## config.mk

```make
export PLATFORM = sky130hd
export DESIGN_NAME = seq_det_arbiter
export DESIGN_NICKNAME = d
export VERILOG_FILES = /design/src/rtl/seq_det_pkg.sv /design/src/rtl/rr_arbiter.sv /design/src/rtl/seq_det_arbiter.sv
export SDC_FILE = /design/constraint.sdc
export NUM_CORES = 1
export LEC_CHECK = 0
export CAP_MARGIN = 40
export CORE_UTILIZATION = 58
export CTS_BUF_LIST = sky130_fd_sc_hd__clkbuf_2
export DETAILED_ROUTE_END_ITERATION = 16
export PLACE_DENSITY = 0.94
export SETUP_SLACK_MARGIN = 0.05
export SKIP_CTS_REPAIR_TIMING = 1
export SYNTH_ARGS = -nofsm -noshare
export SYNTH_HDL_FRONTEND = slang
export SYNTH_SLANG_ARGS = --single-unit
```

## constraint.sdc

```tcl
create_clock -name clk -period 4.2 [get_ports clk]
set_input_delay 0.84 -clock clk [delete_from_list [all_inputs] [get_ports clk]]
set_output_delay 0.84 -clock clk [all_outputs]
set_load 0.02 [all_outputs]
```

## src/rtl/seq_det_pkg.sv

```systemverilog
// Shared types and default sizes for the sequence-detector arbiter slice.
package seq_det_pkg;

    typedef enum logic [1:0] {
        IDLE  = 2'd0,
        SHIFT = 2'd1,
        FLUSH = 2'd2,
        DONE  = 2'd3
    } state_t;

    localparam int DEF_W          = 8;
    localparam int DEF_FLUSH_BITS = 2;
    localparam int DEF_CNT_W      = 8;

endpackage

```

## src/rtl/rr_arbiter.sv

```systemverilog
// Combinational round-robin picker: the first requester after last_grant,
// wrapping around, wins. The last_grant register lives in the parent.
module rr_arbiter
    import seq_det_pkg::*;
#(
    parameter  int N_REQ = 2,
    localparam int IW    = (N_REQ > 1) ? $clog2(N_REQ) : 1
) (
    input  logic [N_REQ-1:0] req,
    input  logic [IW-1:0]    last_grant,
    output logic [N_REQ-1:0] grant,
    output logic [IW-1:0]    grant_idx,
    output logic             grant_any
);

    int          cand;
    logic [IW-1:0] cand_idx;

    // Walk the requesters starting just after last_grant; the first valid one wins.
    always_comb begin
        grant     = '0;
        grant_idx = '0;
        grant_any = 1'b0;
        cand      = 0;
        cand_idx  = '0;
        for (int k = 1; k <= N_REQ; k++) begin
            cand     = (int'(last_grant) + k) % N_REQ;
            cand_idx = IW'(cand);
            if (!grant_any && req[cand_idx]) begin
                grant_any       = 1'b1;
                grant[cand_idx] = 1'b1;
                grant_idx       = cand_idx;
            end
        end
    end

endmodule

```

## src/rtl/seq_det_arbiter.sv

```systemverilog
// Shares one serial 1101 Moore detector between N_REQ requesters: accepts a
// word, streams it MSB-first, flushes the detector, reports the hit count
// and keeps a saturating hit total per requester.
module seq_det_arbiter
    import seq_det_pkg::*;
#(
    parameter  int N_REQ      = 2,
    parameter  int W          = DEF_W,
    parameter  int FLUSH_BITS = DEF_FLUSH_BITS,
    parameter  int CNT_W      = DEF_CNT_W,
    localparam int IW         = (N_REQ > 1) ? $clog2(N_REQ) : 1,
    localparam int HW         = $clog2(W + 1)
) (
    input  logic                   clk,
    input  logic                   rstn,
    input  logic [N_REQ-1:0]       req_valid,
    input  logic [N_REQ*W-1:0]     req_data,
    output logic [N_REQ-1:0]       req_ready,
    output logic                   det_in,
    input  logic                   det_out,
    output logic                   done_valid,
    output logic [IW-1:0]          done_id,
    output logic [HW-1:0]          done_hits,
    output logic [N_REQ*CNT_W-1:0] hit_total,
    input  logic [N_REQ-1:0]       clr,
    output logic                   busy
);

    localparam int CTR_W = $clog2(((W > FLUSH_BITS) ? W : FLUSH_BITS) + 1);

    state_t             state;
    logic [IW-1:0]      last_grant;
    logic [IW-1:0]      id;
    logic [W-1:0]       shreg;
    logic [CTR_W-1:0]   cnt;
    logic [HW-1:0]      hits;
    logic [HW-1:0]      hits_next;
    logic               in_window;
    logic [CNT_W-1:0]   totals [N_REQ];
    logic [W-1:0]       req_word [N_REQ];
    logic [N_REQ-1:0]   grant;
    logic [IW-1:0]      grant_idx;
    logic               grant_any;

    for (genvar i = 0; i < N_REQ; i++) begin : g_unpack
        assign req_word[i]                    = req_data[i*W +: W];
        assign hit_total[i*CNT_W +: CNT_W]    = totals[i];
    end

    rr_arbiter #(.N_REQ(N_REQ)) u_arb (
        .req        (req_valid),
        .last_grant (last_grant),
        .grant      (grant),
        .grant_idx  (grant_idx),
        .grant_any  (grant_any)
    );

    assign req_ready = (state == IDLE) ? grant : '0;
    assign busy      = (state != IDLE);

    // The detector answers one cycle late, so the window runs from the second
    // shifted bit through the first flush cycle.
    assign in_window = det_out &&
                       (((state == SHIFT) && (cnt != '0)) ||
                        ((state == FLUSH) && (cnt == '0)));
    assign hits_next = in_window ? hits + HW'(1) : hits;

    function automatic logic [CNT_W-1:0] sat_add(input logic [CNT_W-1:0] a,
                                                 input logic [HW-1:0]    b);
        logic [CNT_W+HW-1:0] s;
        s = {{HW{1'b0}}, a} + {{CNT_W{1'b0}}, b};
        if (s > {{HW{1'b0}}, {CNT_W{1'b1}}})
            return '1;
        return s[CNT_W-1:0];
    endfunction

    // Word sequencing: accept, shift out MSB-first, flush, then report.
    always_ff @(posedge clk or negedge rstn) begin
        if (!rstn) begin
            state      <= IDLE;
            last_grant <= IW'(N_REQ - 1);
            id         <= '0;
            shreg      <= '0;
            cnt        <= '0;
            hits       <= '0;
            det_in     <= 1'b0;
            done_valid <= 1'b0;
            done_id    <= '0;
            done_hits  <= '0;
        end else begin
            done_valid <= 1'b0;
            case (state)
                IDLE: begin
                    det_in <= 1'b0;
                    if (grant_any) begin
                        shreg      <= req_word[grant_idx];
                        det_in     <= req_word[grant_idx][W-1];
                        id         <= grant_idx;
                        last_grant <= grant_idx;
                        hits       <= '0;
                        cnt        <= '0;
                        state      <= SHIFT;
                    end
                end
                SHIFT: begin
                    hits <= hits_next;
                    if (cnt == CTR_W'(W - 1)) begin
                        cnt    <= '0;
                        det_in <= 1'b0;
                        state  <= FLUSH;
                    end else begin
                        cnt    <= cnt + CTR_W'(1);
                        shreg  <= shreg << 1;
                        det_in <= shreg[W-2];
                    end
                end
                FLUSH: begin
                    hits <= hits_next;
                    if (cnt == CTR_W'(FLUSH_BITS - 1)) begin
                        state      <= DONE;
                        done_valid <= 1'b1;
                        done_id    <= id;
                        done_hits  <= hits_next;
                    end else begin
                        cnt <= cnt + CTR_W'(1);
                    end
                end
                DONE: begin
                    cnt   <= '0;
                    state <= IDLE;
                end
                default: state <= IDLE;
            endcase
        end
    end

    // Per-requester saturating totals; a clear beats a same-cycle update.
    always_ff @(posedge clk or negedge rstn) begin
        if (!rstn) begin
            for (int i = 0; i < N_REQ; i++)
                totals[i] <= '0;
        end else begin
            for (int i = 0; i < N_REQ; i++) begin
                if (clr[i])
                    totals[i] <= '0;
                else if ((state == DONE) && (id == IW'(i)))
                    totals[i] <= sat_add(totals[i], done_hits);
            end
        end
    end

endmodule

```

==> results of run 1 <==
[cell usage in the layout, fill, tap and decap left out, drive strengths merged, types with 8 or more instances in the layout]
cell / netlist / final
mux2i: 11 / 11
a21oi: 12 / 12
mux2: 11 / 11
a211oi: 8 / 8
nand3: 10 / 10
nor2: 25 / 25
o21ai: 14 / 14
dfrtp: 41 / 41
clkdlybuf4s50: 0 / 47
nand2: 20 / 20
inv: 15 / 15
a31oi: 10 / 10
ha: 16 / 16
[flip-flops by register name (all words and copies together), names as in the netlist, 2 cells and up]
register / cells
hit_total: 16
state: 2
done_hits: 4
hits: 4
shreg: 7
cnt: 4
[worst max-delay path, stage by stage]
cell and delay, ns:
clkdlybuf4s50_1 0.57, a21boi_1 0.19, buf_4 0.20, and2_1 0.14, clkdlybuf4s50_1 0.59
[routing by layer]
metal	share of wire	global-route usage	vias up
li1	-	-	1066
met1	0.39	0.3308	1120
met2	0.52	0.4941	93
met3	0.051	0.05409	30
met4	0.042	0.1519	0
met5	0	0	-
[area by class of cell]
class | count | area share
multi-input combinational | 200 | 0.4565
sequential | 42 | 0.3310
timing repair buffer | 51 | 0.1606
tap | 52 | 0.02046
inverter | 15 | 0.01771
clock buffer | 6 | 0.009445
clock inverter | 2 | 0.004329
[logic make-up (layout without fill, tap and decap cells)]
family,count (synthesis),count (layout),share of synthesized area
DFF,42,42,0.4028
xor gates and xnor gates,6,6,0.02011
adders and majority gates,18,18,0.09195
muxes,22,22,0.1011
and+or+nand+nor,89,89,0.1777
buffers and inverters,27,74,0.04166
AOI/OAI and AO/OA,65,65,0.1648
[final timing paths]
path	startpoint	end	slack (ns)	cells past startpoint
max	req_valid[1]	req_ready[1]	0.83	5
min	rstn	state[0]	0.26	1
max reg2reg	done_hits[0]	hit_total[1]	1.72	7
min reg2reg	shreg[1]	shreg[1]	0.55	1
max in group asynchronous	rstn	last_grant	3.39	2
min in group clk	shreg[1]	shreg[1]	0.55	1
[through the flow]
stage / setup WS [ns] / power (mW) / cells
after floorplan: 1.914 / 1.543 / 269
after global placement: 0.8603 / 1.825 / 359
after detailed placement: 0.8454 / 1.920 / 360
after CTS: 0.8325 / 2.116 / 368
after global routing: 0.7463 / 2.278 / 368
final: 0.8285 / 2.121 / 368
[where the power goes]
part	internal [mW]	switching (mW)	total, mW
Combinational	0.574	0.674	1.25
Sequential	0.542	0.138	0.680
Clock	0.0438	0.148	0.192
==> summary.md, run 1 <==
| Metric | Value |
|---|---|
| CTS buffer count | 5 |
| GP Congestion | 0.8269 |
| Power Density | 667.1 nW/µm² |
| Least-Margin Pin Slew | 0.6657 ns |
| Yosys warnings | 0 |
| Max cap viols | 0 |
| Setup TNS | 0 ns |
| Drt pass-1 iters | 4 |
| Post-Syn Nets | 310 |
| Hold slack | 0.2625 ns |
| Leakage power total | 1.354 nW |
| Top-area cell type share of the netlist area | 0.3927 |
| DIE WIDTH | 69.12 µm |
| DR vias | 2309 |
| Worst EP required | 3.36 ns |
| Ys flop type | dfrtp_1 |
| Synth Cell Area | 2613 µm² |
| Gate Count Post-Synth | 269 |
| Clk root buf | clkbuf_2 |
| Final Cycle Share | 0.8027 |
| Final setup violation count | 0 |
| Total GRT Usage | 0.2846 |
| Number of library cell types mapped by synthesis | 47 |
| Residual DRC | 0 |
| Worst Clk Skew | 0.03281 ns |
| Peak VDD IR | 0.0005052 V |
| GR Overflow Total | 0 |
| Nature of the critical path endpoint | output pin |
| Most common cell in the synthesized netlist | dfrtp_1 |
| Ys async rst share | 1.000 |
| Slew Limit Fails | 0 |
| Synth-to-layout area growth | 21.70% |
| 1st-iter DRT viols | 299 |
| DRT antenna net count | 0 |
| Initial antenna violation count | 0 |
| Cell area after layout | 3179 µm² |
| Post-synth EDFFs | 0 |
| Placeable Area | 4354 µm² |
| Routed Wire Length | 6337 µm |
| TritonCTS clock tree | done |
| Status | complete, no violations |
| Wirelength per Cell | 17.22 µm |
| Area of the multi-input gates | 1451 µm² |
| #FFs+latches synth | 42 |
| # clock sinks | 42 |
| Layout cells sized above 1 | 0.08228 |
| H-Tree Depth | 2 |
| Vias per cell | 6.274 |
| Tmin final | 3.372 ns |
| Layout Nets | 356 |
| Clock buffer depth | 2 |
| Worst endpoint data arrival time | 2.53 ns |
| Clock transition at path regs | 0.25 ns |
| RSZ-0062 raised after global routing | false |
| First-pass GRT wire length | 10610 µm |
| Worst Setup Start Kind | primary input |
| Worst rel slew slack | 0.5562 |
| Largest net degree at the start of global routing | 28 |
| CP max FO | 9 |
| DIE HEIGHT | 69.12 µm |
| Die area | 4777 µm² |
| Commonest cells post-synth | dfrtp_1 (41), nor2_1 (25), nand2_1 (20) |
| Fillers | 319 |
| Initial Util | 0.6000 |
| Endpoints failing hold | 0 |
| Maximum clock frequency | 296.6 MHz |
| Critical path class | in -> out |
| Cell taking the most area after synthesis | dfrtp_1 |
| PortBufs | 48 |
| Reg area | 1052 µm² |
| Layout Utilization | 0.7302 |
| Num ports | 49 |
| Row count | 24 |
| HP Class | in -> async |
| Worst-skew pair later-pin latency | 0.45 ns |
| Dpl hpwl | 4734 µm |
| Number of global-route vias before repair | 2300 |
| Syn avg cell area | 9.712 µm² |
| Sequential area share after synthesis | 0.4028 |
| Dpl cell area | 3136 µm² |
| Top post-synthesis cells by area | dfrtp_1 (39%), ha_1 (7.7%), mux2_4 (4.0%) |
| ANT cells | 0 |
Power figures use the tool's default switching activity.
==> run 2: changes to the inputs <==
CORE_UTILIZATION = 54   (was 58)
PLACE_DENSITY = 0.88   (was 0.94)
clock period = 3.15 ns   (was 4.2 ns; I/O delays follow)
==> summary.md, run 2 (synthesis gave the netlist of run 1 again) <==
| Metric | Value |
|---|---|
| Status | complete, no violations |
| Tmin final | 2.846 ns |
| Dpl cell area | 3136 µm² |
| First-pass GRT wire length | 9418 µm |
| Row count | 24 |
| Max cap viols | 0 |
| Worst rel slew slack | 0.5506 |
| Layout Nets | 356 |
| Dpl hpwl | 4192 µm |
| Layout cells sized above 1 | 0.08228 |
| Num ports | 49 |
| Wirelength per Cell | 15.18 µm |
| Worst Clk Skew | 0.02866 ns |
| Worst EP required | 2.52 ns |
| DIE HEIGHT | 71.56 µm |
| Final setup violation count | 0 |
| CTS buffer count | 5 |
| Peak VDD IR | 0.0006193 V |
| DIE WIDTH | 71.56 µm |
| Drt pass-1 iters | 5 |
| Total power | 2.767 mW |
| Nature of the critical path endpoint | output pin |
| ANT cells | 0 |
| Synth-to-layout area growth | 21.89% |
| 1st-iter DRT viols | 160 |
| Hold slack | 0.05473 ns |
| Worst-skew pair later-pin latency | 0.45 ns |
| Clk root buf | clkbuf_2 |
| Slew Limit Fails | 0 |
| Final Cycle Share | 0.9036 |
| Cell area after layout | 3184 µm² |
| DRT antenna net count | 0 |
| Clock transition at path regs | 0.23 ns |
| Worst Setup Start Kind | flip-flop |
| Die area | 5120 µm² |
| Power Density | 868.8 nW/µm² |
| Total GRT Usage | 0.2350 |
| H-Tree Depth | 2 |
| Placeable Area | 4504 µm² |
| Vias per cell | 6.046 |
| Leakage power total | 1.346 nW |
| Maximum clock frequency | 351.3 MHz |
| Residual DRC | 0 |
| CP max FO | 11 |
| PortBufs | 48 |
| Least-Margin Pin Slew | 0.6741 ns |
| Initial Util | 0.5800 |
| Largest net degree at the start of global routing | 29 |
| TritonCTS clock tree | done |
| # clock sinks | 42 |
| Critical path class | reg -> out |
| Endpoints failing hold | 0 |
| HP Class | in -> async |
| Layout Utilization | 0.7069 |
| Largest register FFs | 16 |
| Number of global-route vias before repair | 2039 |
| Worst endpoint data arrival time | 2.22 ns |
| Routed Wire Length | 5585 µm |
| Setup TNS | 0 ns |
| Fillers | 356 |
| RSZ-0062 raised after global routing | false |
| Most frequent cells in the layout | clkdlybuf4s50_1 (47), dfrtp_1 (41), nor2_1 (25) |
| DR vias | 2225 |
| Initial antenna violation count | 0 |
| GP Congestion | 0.8286 |
| GR Overflow Total | 0 |
| Clock buffer depth | 2 |
| Commonest non-fill, non-tap cell in the layout | clkdlybuf4s50_1 |
## run 2: routing by layer
layer / wire (µm) / track usage / share of wire
met5: 0 / 0 / 0
met4: 108 / 0.09804 / 0.019
met3: 267 / 0.04501 / 0.048
met2: 2714 / 0.3799 / 0.49
met1: 2495 / 0.3120 / 0.45
## run 2: worst max-delay path, cell delays in order (launching register included)
cell             delay (ns)
dfrtp_1                0.47
inv_1                  0.10
ha_1                   0.37
and3_1                 0.23
clkdlybuf4s50_1        0.61
## run 2: area by class of cell
cell class,instances,area [µm²],share of cell area
Clock buffer,5,25.02,0.007859
Multi-Input combinational cell,200,1451,0.4558
Timing Repair Buffer,51,510.5,0.1603
Inverter,15,56.30,0.01768
Sequential cell,42,1052,0.3305
Clock inverter,3,23.77,0.007466
Tap cell,52,65.06,0.02043
## run 2: through the flow
step,worst slack (ns),std cells
after floorplan,1.056,269
after global placement,0.3916,359
after detailed placement,0.3762,360
after CTS,0.2801,368
after global routing,0.1207,368
final,0.3038,368
## run 2: final timing paths
check | start | end | slack [ns] | cells after the start
worst min-delay path | rstn | hit_total[5] | 0.05 | 1
worst min register to register | shreg[1] | shreg[1] | 0.55 | 1
min in group clk | shreg[1] | shreg[1] | 0.55 | 1
worst max register to register | state[1] | hits[0] | 0.81 | 6
max in group asynchronous | rstn | last_grant | 2.58 | 2
worst max-delay path | state[0] | req_ready[0] | 0.30 | 4
## run 2: power by group
group	switching (mW)	internal, mW	leakage, nW
Clock	0.202	0.0567	0.0256
Combinational	0.848	0.761	0.781
Sequential	0.176	0.723	0.540
Total	1.23	1.54	1.35
==> run 3: changes to the inputs <==
CELL_PAD_IN_SITES_DETAIL_PLACEMENT = 0   (was not set)
CELL_PAD_IN_SITES_GLOBAL_PLACEMENT = 1   (was not set)
CORE_UTILIZATION = 41   (was 54)
GPL_ROUTABILITY_DRIVEN = 0   (was not set)
==> summary.md, run 3 (synthesis gave the netlist of run 1 again) <==
| Metric | Value |
|---|---|
| Cell area after layout | 3223 µm² |
| Max cap viols | 0 |
| HP Class | in -> async |
| Residual DRC | 0 |
| Worst EP required | 2.52 ns |
| Maximum clock frequency | 354.8 MHz |
| Dpl cell area | 3164 µm² |
| Worst-skew pair later-pin latency | 0.42 ns |
| GR Overflow Total | 0 |
| Peak VDD IR | 0.0004505 V |
| Worst rel slew slack | 0.5510 |
| Final setup violation count | 0 |
| Hold slack | 0.05425 ns |
| RSZ-0062 raised after global routing | false |
| Status | complete, no violations |
| Largest net degree at the start of global routing | 32 |
| Wirelength per Cell | 14.04 µm |
| # clock sinks | 42 |
| ANT cells | 0 |
| Dpl ws | 0.3354 ns |
| Largest register FFs | 16 |
| Fillers | 581 |
| 1st-iter DRT viols | 76 |
| Drt pass-1 iters | 4 |
| Synth-to-layout area growth | 23.37% |
| Power Density | 867.7 nW/µm² |
| Initial Util | 0.4336 |
| Layout Nets | 356 |
| Initial antenna violation count | 0 |
| H-Tree Depth | 2 |
| TritonCTS clock tree | done |
| Worst endpoint data arrival time | 2.19 ns |
| Final Cycle Share | 0.8947 |
| Tmin final | 2.818 ns |
| Clk root buf | clkbuf_2 |
| PortBufs | 48 |
| DIE WIDTH | 81.83 µm |
| Endpoints failing hold | 0 |
| Layout cells sized above 1 | 0.07619 |
| Placeable Area | 6026 µm² |
| Final worst slack | 0.3316 ns |
| Critical path class | in -> out |
| Total GRT Usage | 0.1762 |
| Die area | 6695 µm² |
| Nature of the critical path endpoint | output pin |
| Setup TNS | 0 ns |
| Clock transition at path regs | 0.24 ns |
| Number of global-route vias before repair | 2007 |
| Worst Clk Skew | 0.03546 ns |
| CTS buffer count | 5 |
| Row count | 28 |
| CP max FO | 6 |
| Commonest non-fill, non-tap cell in the layout | clkdlybuf4s50_1 |
| Dpl hpwl | 4003 µm |
| Least-Margin Pin Slew | 0.6735 ns |
| Vias per cell | 5.510 |
| DIE HEIGHT | 81.83 µm |
| Worst Setup Start Kind | primary input |
| Num ports | 49 |
| Clock buffer depth | 2 |
| First-pass GRT wire length | 9087 µm |
| DRT antenna net count | 0 |
| DR vias | 2149 |
| Routed Wire Length | 5475 µm |
| Most frequent cells in the layout | clkdlybuf4s50_1 (47), dfrtp_1 (41), nor2_1 (25) |
| Leakage power total | 1.357 nW |
| Slew Limit Fails | 0 |
-- run 3: cell count changes in the layout (fill, tap and decap cells not counted), sizes merged --
| cell | delta |
|---|---|
| clkinv | +1 |
| inv | -1 |
| bufinv | +1 |
| clkinvlp | -2 |
-- run 3: final timing paths --
| check | from | to | slack, ns | cells past startpoint |
|---|---|---|---|---|
| worst min-delay path | rstn | hit_total[5] | 0.05 | 1 |
| worst min register to register | done_id | done_id | 0.54 | 1 |
| worst max-delay path | req_valid[1] | req_ready[1] | 0.33 | 4 |
| max in group asynchronous | rstn | last_grant | 2.51 | 2 |
| min in group clk | done_id | done_id | 0.54 | 1 |
| worst max register to register | done_hits[0] | hit_total[8] | 0.79 | 7 |
-- run 3: stage by stage --
step,power [mW],util,instances
after floorplan,2.057,-,269
after global placement,2.462,0.5218,382
after detailed placement,2.508,0.5251,383
after CTS,2.822,0.5349,390
after global routing,3.047,0.5349,390
final,2.797,0.5349,390
-- run 3: metal layers --
metal  vias up  global-route usage  wire length, µm
met1      1025              0.2321             2593
met5         -                   0                0
met2        50              0.2967             2641
li1       1068                   -                -
met4         0             0.03684               39
met3         6             0.03667              201
-- run 3: worst max-delay path, stage by stage --
cell and delay (ns):
clkdlybuf4s50_1 0.57, a21boi_1 0.22, and2_1 0.17, clkdlybuf4s50_1 0.61
-- run 3: final cells by class --
cell class / instances / area, µm² / share of cell area
well taps: 75 / 93.84 / 0.02911
repair buffers: 51 / 510.5 / 0.1584
clock inverters: 2 / 33.78 / 0.01048
clock buffers: 5 / 25.02 / 0.007764
multi-input cells: 200 / 1451 / 0.4503
inverters: 15 / 56.30 / 0.01747
flip-flops and latches: 42 / 1052 / 0.3265
-- run 3: power breakdown --
| part | switching [mW] | internal, mW |
|---|---|---|
| Sequential | 0.170 | 0.723 |
| Clock | 0.184 | 0.128 |
| Combinational | 0.834 | 0.759 |
